===== config.mk =====
export PLATFORM = sky130hd
export DESIGN_NAME = ibex_if_skid_stage
export DESIGN_NICKNAME = d
export VERILOG_FILES = /design/src/rtl/ibex_pkg.sv /design/src/rtl/ibex_if_skid_stage.sv
export SDC_FILE = /design/constraint.sdc
export NUM_CORES = 1
export LEC_CHECK = 0
export CAP_MARGIN = 20
export CORE_MARGIN = 2
export CORE_UTILIZATION = 40
export DETAILED_ROUTE_END_ITERATION = 10
export GPL_ROUTABILITY_DRIVEN = 0
export HOLD_SLACK_MARGIN = 0.12
export PLACE_DENSITY = 0.73
export SYNTH_ARGS = -nofsm -noshare
export SYNTH_HDL_FRONTEND = slang
export SYNTH_SLANG_ARGS = --single-unit

===== constraint.sdc =====
create_clock -name clk_i -period 12.6 [get_ports clk_i]
set_input_delay 1.89 -clock clk_i [delete_from_list [all_inputs] [get_ports clk_i]]
set_output_delay 1.89 -clock clk_i [all_outputs]
set_load 0.01 [all_outputs]

===== src/rtl/ibex_pkg.sv =====
// Shared types for the IF skid stage: occupancy states, the per-entry record,
// and the single function that classifies and decorates an incoming instruction.
package ibex_pkg;

    typedef enum logic [1:0] {
        SkidEmpty = 2'd0,
        SkidOne   = 2'd1,
        SkidTwo   = 2'd2
    } if_skid_state_e;

    typedef struct packed {
        logic [31:0] instr;
        logic [31:0] pc;
        logic [31:0] pc_next;
        logic        is_compressed;
        logic        err;
        logic        err_plus2;
    } if_skid_entry_t;

    // All per-instruction derivation happens here, on the input side, so the
    // output path is purely registered.
    function automatic if_skid_entry_t if_skid_build_entry(
        input logic [31:0] rdata,
        input logic [31:0] addr,
        input logic        err,
        input logic        err_plus2
    );
        if_skid_entry_t e;
        logic           comp;
        comp            = (rdata[1:0] != 2'b11);
        e.instr         = comp ? {16'h0000, rdata[15:0]} : rdata;
        e.pc            = addr;
        e.pc_next       = addr + (comp ? 32'd2 : 32'd4);
        e.is_compressed = comp;
        e.err           = err;
        e.err_plus2     = err_plus2 & ~comp;
        return e;
    endfunction

endpackage


===== src/rtl/ibex_if_skid_stage.sv =====
// Two-entry skid buffer between the prefetch buffer and ID. The registered
// in_ready_o breaks the combinational ready path from decode back to the FIFO.
module ibex_if_skid_stage
    import ibex_pkg::*;
#(
    parameter bit ResetAll = 1'b0
) (
    input  logic           clk_i,
    input  logic           rst_i,
    input  logic           flush_i,

    // valid/ready: a transfer happens on a rising edge where valid and ready
    // are both high; valid never depends on ready on either side.
    input  logic           in_valid_i,
    output logic           in_ready_o,
    input  logic [31:0]    in_rdata_i,
    input  logic [31:0]    in_addr_i,
    input  logic           in_err_i,
    input  logic           in_err_plus2_i,

    output logic           out_valid_o,
    input  logic           out_ready_i,
    output logic [31:0]    out_instr_o,
    output logic           out_is_compressed_o,
    output logic [31:0]    out_pc_o,
    output logic [31:0]    out_pc_next_o,
    output logic           out_err_o,
    output logic           out_err_plus2_o,

    output logic           busy_o,
    output if_skid_state_e dbg_state_o
);

    if_skid_state_e state_q, state_d;
    logic           in_ready_q;
    logic           busy_q;
    if_skid_entry_t head_q, head_d;
    if_skid_entry_t skid_q, skid_d;
    if_skid_entry_t in_entry;
    logic           in_fire;
    logic           out_fire;

    assign in_entry = if_skid_build_entry(in_rdata_i, in_addr_i, in_err_i, in_err_plus2_i);

    assign out_valid_o = busy_q & ~flush_i;
    assign in_fire     = in_valid_i & in_ready_q & ~flush_i;
    assign out_fire    = out_valid_o & out_ready_i;

    // Flush needs no explicit data case: it suppresses both fires, so the
    // entries simply hold while the state drops to empty.
    always_comb begin
        state_d = state_q;
        head_d  = head_q;
        skid_d  = skid_q;
        if (flush_i) begin
            state_d = SkidEmpty;
        end else begin
            unique case (state_q)
                SkidEmpty: begin
                    if (in_fire) begin
                        state_d = SkidOne;
                        head_d  = in_entry;
                    end
                end
                SkidOne: begin
                    if (in_fire && out_fire) begin
                        head_d = in_entry;
                    end else if (in_fire) begin
                        state_d = SkidTwo;
                        skid_d  = in_entry;
                    end else if (out_fire) begin
                        state_d = SkidEmpty;
                    end
                end
                SkidTwo: begin
                    if (out_fire) begin
                        state_d = SkidOne;
                        head_d  = skid_q;
                    end
                end
                default: state_d = SkidEmpty;
            endcase
        end
    end

    always_ff @(posedge clk_i) begin
        if (rst_i) begin
            state_q    <= SkidEmpty;
            in_ready_q <= 1'b1;
            busy_q     <= 1'b0;
        end else begin
            state_q    <= state_d;
            in_ready_q <= (state_d != SkidTwo);
            busy_q     <= (state_d != SkidEmpty);
        end
    end

    generate
        if (ResetAll) begin : g_dp_reset
            always_ff @(posedge clk_i) begin
                if (rst_i) begin
                    head_q <= '0;
                    skid_q <= '0;
                end else begin
                    head_q <= head_d;
                    skid_q <= skid_d;
                end
            end
        end else begin : g_dp_noreset
            always_ff @(posedge clk_i) begin
                head_q <= head_d;
                skid_q <= skid_d;
            end
        end
    endgenerate

    assign in_ready_o          = in_ready_q;
    assign busy_o              = busy_q;
    assign dbg_state_o         = state_q;
    assign out_instr_o         = head_q.instr;
    assign out_is_compressed_o = head_q.is_compressed;
    assign out_pc_o            = head_q.pc;
    assign out_pc_next_o       = head_q.pc_next;
    assign out_err_o           = head_q.err;
    assign out_err_plus2_o     = head_q.err_plus2;

endmodule


==> results of run 1 <==
stage by stage:
stage | worst slack, ns | instance area [um^2] | std cells | hold WS [ns]
4_1_cts | 7.56 | 10800 | 1059 | 0.512
3_5_place_dp | 7.27 | 10200 | 1027 | 0.492
6_report | 7.57 | 10800 | 1059 | 0.509
3_3_place_gp | 7.45 | 10200 | 1027 | 0.486
5_1_grt | 7.39 | 10800 | 1059 | 0.527
2_1_floorplan | 0.449 | 8240 | 606 | 0.484
synth_stat cells (2+ instances only):
master / n
or4_1: 5
and3_1: 19
nand2_1: 175
buf_1: 2
nand3_1: 13
edfxtp_1: 196
nor2_1: 26
xor2_1: 3
nor2b_1: 2
or3_1: 2
dfxtp_1: 4
nand4_1: 10
clkbuf_1: 18
ha_1: 2
a21oi_1: 5
o21ai_0: 6
nor4_1: 4
o31ai_1: 8
or4_4: 3
and4_1: 4
xnor2_1: 13
nand4b_1: 3
buf_6: 4
inv_1: 7
nor3_1: 3
a21o_1: 3
mux2_2: 30
buf_4: 3
and2_1: 2
a31oi_1: 14
routing by layer:
metal | vias to the layer above | part of all wire | track usage | wire length, um
li1 | 2557 | - | - | -
met1 | 2640 | 0.45 | 0.231 | 8240
met2 | 160 | 0.48 | 0.276 | 8820
met3 | 17 | 0.056 | 0.0448 | 1030
met4 | 0 | 0.015 | 0.0519 | 268
met5 | - | 0 | 0 | 0
logic make-up (layout without fill, tap and decap cells):
kind of cell               count (synthesis)  in the layout  synth area share
muxes                                     30             30            0.0410
AOI/OAI and AO/OA                         42             42            0.0340
DFF                                      200            200             0.724
xor gates and xnor gates                  16             16            0.0170
buffers and inverters                     36            219            0.0226
adders and majority gates                  3              3           0.00547
and+or+nand+nor                          279            279             0.156
layout by cell type (no fill, tap or decap), types with 2 or more instances in the layout:
cell type	Yosys	layout
clkbuf_16	0	17
and3_1	19	19
or4_1	5	5
mux2_2	30	30
nor2_1	26	25
a21oi_1	5	5
nand2_1	175	175
inv_8	0	2
nand3_1	13	13
clkinv_4	0	2
inv_6	0	4
nand4_1	10	10
and2_1	2	2
clkinv_2	0	3
o21ai_0	6	6
xnor2_1	13	13
o31ai_1	8	8
a31oi_1	14	14
dfxtp_1	4	4
clkdlybuf4s50_1	0	174
nand4b_1	3	3
ha_1	2	2
a21o_1	3	3
clkinvlp_4	0	2
or3_1	2	2
edfxtp_1	196	196
bufinv_16	0	2
buf_4	3	6
inv_1	7	7
or4_4	3	3
nor3_1	3	3
and4_1	4	4
nor4_1	4	3
xor2_1	3	3
state kept, by name (all words and copies together) (netlist names):
register and cells:
skid_q 98, in_ready_o 1, busy_o 1, dbg_state_o 2, out_instr_o 32, out_err_plus2_o 1
out_pc_next_o 31, out_is_compressed_o 1, out_pc_o 32, out_err_o 1
power by group:
group	switching (mW)	internal [mW]	total (mW)	leakage, nW
registers	0.00658	0.756	0.762	1.83
logic	0.0610	0.0626	0.124	1.78
clock network	0.253	0.297	0.550	0.288
total	0.320	1.12	1.44	3.89
how the worst max path moves through the flow:
stage	startpoint	endpoint	slack (ns)
floorplan	flush_i	skid_q[0]	0.45
global placement	in_rdata_i[1]	out_pc_next_o[21]	7.45
detailed placement	in_rdata_i[1]	out_pc_next_o[21]	7.27
CTS	flush_i	out_valid_o	7.56
global route	in_rdata_i[1]	out_pc_next_o[21]	7.39
finish	flush_i	out_valid_o	7.57
worst max-delay path, delay by kind of cell:
kind | cells | cell delay, ns
simple gates | 1 | 0.16
buf+inv | 2 | 1.08
final cells by class:
type	instances	share of cell area
flip-flops and latches	200	0.551
clock inverters	15	0.0153
repair buffers	180	0.165
well taps	270	0.0312
inverters	7	0.00243
multi-input cells	370	0.196
clock buffers	17	0.0393
==> results.toml, run 1 <==
[timing]
fmax_mhz = 199
worst_slew_pin_slew_ns = 0.938
hold_viol_final = 0
tns_ns = 0
skew_ns = 0.00739
max-slew-margin-rel = 0.375
finalMaxSlewViolations = 0
fin_crit_ns = 5.03
post-route-period-util = 0.399
setup_viol = 0
rsz0062_at_grt = "no"

[route]
vias_per_cell = 5.07
first_pass_iters = 4
route.detailed.drc = 0
wirelength_mm = 18.4
drt_iter0_drc = 342
ant_nets = 0
num_vias = 5374
wl_per_cell_um = 17.3

[floorplanning]
die_y_um = 148
die-area_um2 = 21800
boundaryPins = 175
die_w_um = 148
core_area_um2 = 20200
start_util = 0.407
rows = 52

[cells_and_area]
multiInputGateArea_um2 = 2120
seqCellArea_um2 = 5970
final_nets = 850
utilization = 0.535
n_antenna_cell = 0
fill_cells = 1697
drive_above_1_share = 0.100
area_growth_pct = 31.4

[clock_network]
postCtsSetupRepairBufs = 0
cts_resized = 0
clk_pin_slew_ns = 0.07
holdBufCountCts = 0
cts-root-buf = "clkbuf_16"
cts_buffers = 17
clock_sinks = 200
max-clock-path-buffers = 2
ctsHtreeMaxLevel = 4
cts_tree = "built"
insertion_delay_ns = 0.43

[global_route]
grt_first_pass_wirelength_mm = 29.0
grt_use_total = 0.172
antenna_found_initial = 0
grt_pass1_vias = 5249
gr-total-overflow = 0
grt_max_degree = 80

[yosys]
yosys.area.top_type = "edfxtp_1"
async_flop_share = 0
syn_area_per_cell_um2 = 13.6
syn_area_um2 = 8240
synth_warnings = 0
syn_nets = 680
synth-seq-cells = 200
ys_seq_area_frac = 0.724
synth_edf_count = 196
synth_area_leaders = "edfxtp_1 71%, nand2_1 8.0%, mux2_2 4.1%"
synth_top_area_frac = 0.714
ys_types = 47
netlist_instances = 606
synth-main-ff-cell = "edfxtp_1"

[worst_setup_path]
critical_path_required_ns = 10.71
path_cells = "clkdlybuf4s50_1 -> nor2b_1 -> clkdlybuf4s50_1"
arrival_ns = 3.14
cpMaxStageDelayCell = "clkdlybuf4s50_1"
rrSetupSlack_ns = 9.77
crit_path_start_kind = "primary input"
r2r_end = "out_instr_o[5]"
path_max_fanout = 6
cpMostUsedCell = "clkdlybuf4s50_1"
path_class = "primary input to output pin"
r2r_start = "dbg_state_o[1]"
end_kind = "output pin"
r2r_cells = 6
cpPeakStageDelay_ns = 0.55

[place]
dp_hpwl_mm = 11.8
port_buffers = 174

[flow_run]
cap_violations = 0

[min_path]
min_to = "out_instr_o[9]"
hold_path_depth = 2
min_path_type = "flop to flop"
min_from = "skid_q[76]"

[power]
peakVddDrop_mv = 0.0921
powerDensity_nw_per_um2 = 133
leakagePower_nw = 3.89
power_mw = 1.44

[status]
outcome = "finished clean"
Power figures use the tool's default switching activity.
==> inputs of run 2 (changes only) <==
--- a/config.mk
+++ b/config.mk
@@ -11,7 +11,7 @@
 export DETAILED_ROUTE_END_ITERATION = 10
 export GPL_ROUTABILITY_DRIVEN = 0
 export HOLD_SLACK_MARGIN = 0.12
-export PLACE_DENSITY = 0.73
+export PLACE_DENSITY = 0.7
 export SYNTH_ARGS = -nofsm -noshare
 export SYNTH_HDL_FRONTEND = slang
 export SYNTH_SLANG_ARGS = --single-unit
==> constraint.sdc (replaced) <==
create_clock -name clk_i -period 4.9 [get_ports clk_i]
set_input_delay 0.735 -clock clk_i [delete_from_list [all_inputs] [get_ports clk_i]]
set_output_delay 0.735 -clock clk_i [all_outputs]
set_load 0.01 [all_outputs]
==> run 2 against run 1 <==
Effect of this change:
- sequential power grew to 2.6 times the previous value
- combinational power rose to 2.6 times the previous value
- routed wire length fell by 2.1%
- clock power rose by 150%
- worst setup slack worse by 6.4 ns
- count of clock-buffer cells in the layout grew 5
- non-clock buffer count rose by 2
- critical path type is now primary input to flop
- design area is 0.16% higher
==> results.toml, run 2 (synthesis gave the netlist of run 1 again) <==
[clock_network]
cts-root-buf = "clkbuf_16"
cts_tree = "built"
holdBufCountCts = 0
max-clock-path-buffers = 2
clock_sinks = 200
postCtsSetupRepairBufs = 0
insertion_delay_ns = 0.42
ctsHtreeMaxLevel = 4
cts_buffers = 17
clk_pin_slew_ns = 0.07
cts_resized = 0

[place]
dp_hpwl_mm = 11.7
dp_slack_ns = 0.675
port_buffers = 174

[cells_and_area]
top_register = "skid_q"
final_nets = 852
n_antenna_cell = 0
final_common_cell = "edfxtp_1"
drive_above_1_share = 0.0961
area_growth_pct = 31.6
largest_register_ffs = 98
final_cell_mix = "196 x edfxtp_1, 175 x nand2_1, 174 x clkdlybuf4s50_1"
fill_cells = 1711

[global_route]
grt_max_degree = 73
grt_pass1_vias = 5361
gr-total-overflow = 0
grt_first_pass_wirelength_mm = 28.9
antenna_found_initial = 1
grt_use_total = 0.170

[floorplanning]
start_util = 0.407
rows = 52
die_y_um = 148
core_area_um2 = 20200
die_w_um = 148
die-area_um2 = 21800
boundaryPins = 175

[power]
p_comb_frac = 0.087
pwr-share-seq = 0.539
powerDensity_nw_per_um2 = 335
pwr-share-clk = 0.374
swShare = 0.213
leakagePower_nw = 3.89
p_switching_mw = 0.775
p_int_mw = 2.86
peakVddDrop_mv = 0.246

[route]
wl_per_cell_um = 16.9
vias_per_cell = 4.98
num_vias = 5287
wirelength_mm = 18.0
drt_iter0_drc = 406
first_pass_iters = 4
ant_nets = 0
route.detailed.drc = 0

[timing]
post-route-period-util = 0.764
fin_crit_ns = 3.74
tns_ns = 0
rsz0062_at_grt = "no"
fmax_mhz = 267
worst_slew_pin_slew_ns = 0.957
setup_ws_ns = 1.16
setup_viol = 0
max-slew-margin-rel = 0.362
skew_ns = 0.00691
hold_viol_final = 0
finalMaxSlewViolations = 0

[worst_setup_path]
end_kind = "flop"
path_class = "primary input to flop"
path_max_fanout = 20
arrival_ns = 4.00
r2r_start = "dbg_state_o[1]"
crit_path_start = "in_rdata_i[1]"
critical_path_required_ns = 5.16
crit_path_start_kind = "primary input"

[min_path]
min_from = "skid_q[70]"
min_path_type = "flop to flop"

[flow_run]
cap_violations = 0

[status]
outcome = "finished clean"
[run 2: cell types whose count changed in the layout (fill, tap and decap cells not counted), sizes merged]
cell / previous run / this run
clkbuf: 17 / 22
inv: 13 / 9
buf: 6 / 8
clkinv: 5 / 4
[run 2: per-stage QoR]
stage | hold slack [ns] | utilization | power, mW | std cells | area [um^2]
after floorplan | 0.484 | - | 2.13 | 606 | 8260
after global placement | 0.485 | 0.507 | 2.31 | 1028 | 10200
after detailed placement | 0.494 | 0.507 | 2.32 | 1028 | 10200
after CTS | 0.510 | 0.534 | 3.68 | 1060 | 10800
after global routing | 0.523 | 0.536 | 3.76 | 1061 | 10800
final | 0.505 | 0.536 | 3.64 | 1061 | 10800
[run 2: worst max-delay path, stage by stage]
cell and delay (ns):
clkdlybuf4s50_1 0.75, nand2_1 0.35, ha_1 0.24, inv_1 0.06
fa_1 0.43, and4b_1 0.39, nand2_1 0.26, or4_1 0.56
a31oi_1 0.22
[run 2: power groups by stage]
stage	Combinational (mW)	Clock [mW]	Sequential (mW)
floorplan	0.110	0	2.02
global placement	0.317	0	2.00
detailed placement	0.321	0	2.00
CTS	0.322	1.40	1.96
global route	0.349	1.45	1.96
finish	0.318	1.36	1.96
[run 2: final timing paths]
kind | slack (ns) | end | cells past startpoint
hold reg to reg | 0.50 | out_instr_o[3] | 2
setup reg to reg | 2.47 | out_pc_next_o[31] | 5
hold / removal | 0.50 | out_instr_o[3] | 2
setup / recovery | 1.16 | out_pc_next_o[19] | 9
[run 2: layout make-up]
cell class / count / area, um^2 / area share
sequential: 200 / 5970 / 0.550
multi-input combinational: 370 / 2130 / 0.196
tap: 270 / 338 / 0.0312
inverter: 7 / 26.3 / 0.00242
clock buffer: 22 / 444 / 0.0410
clock inverter: 10 / 120 / 0.0111
timing repair buffer: 182 / 1820 / 0.168
[run 2: routing by layer]
metal  part of all wire  global-route usage  vias to the layer above
met5                  0                   0                        -
met4              0.016              0.0563                        0
met3              0.055              0.0420                       20
met2               0.48               0.273                      142
met1               0.45               0.230                     2562
li1                   -                   -                     2563
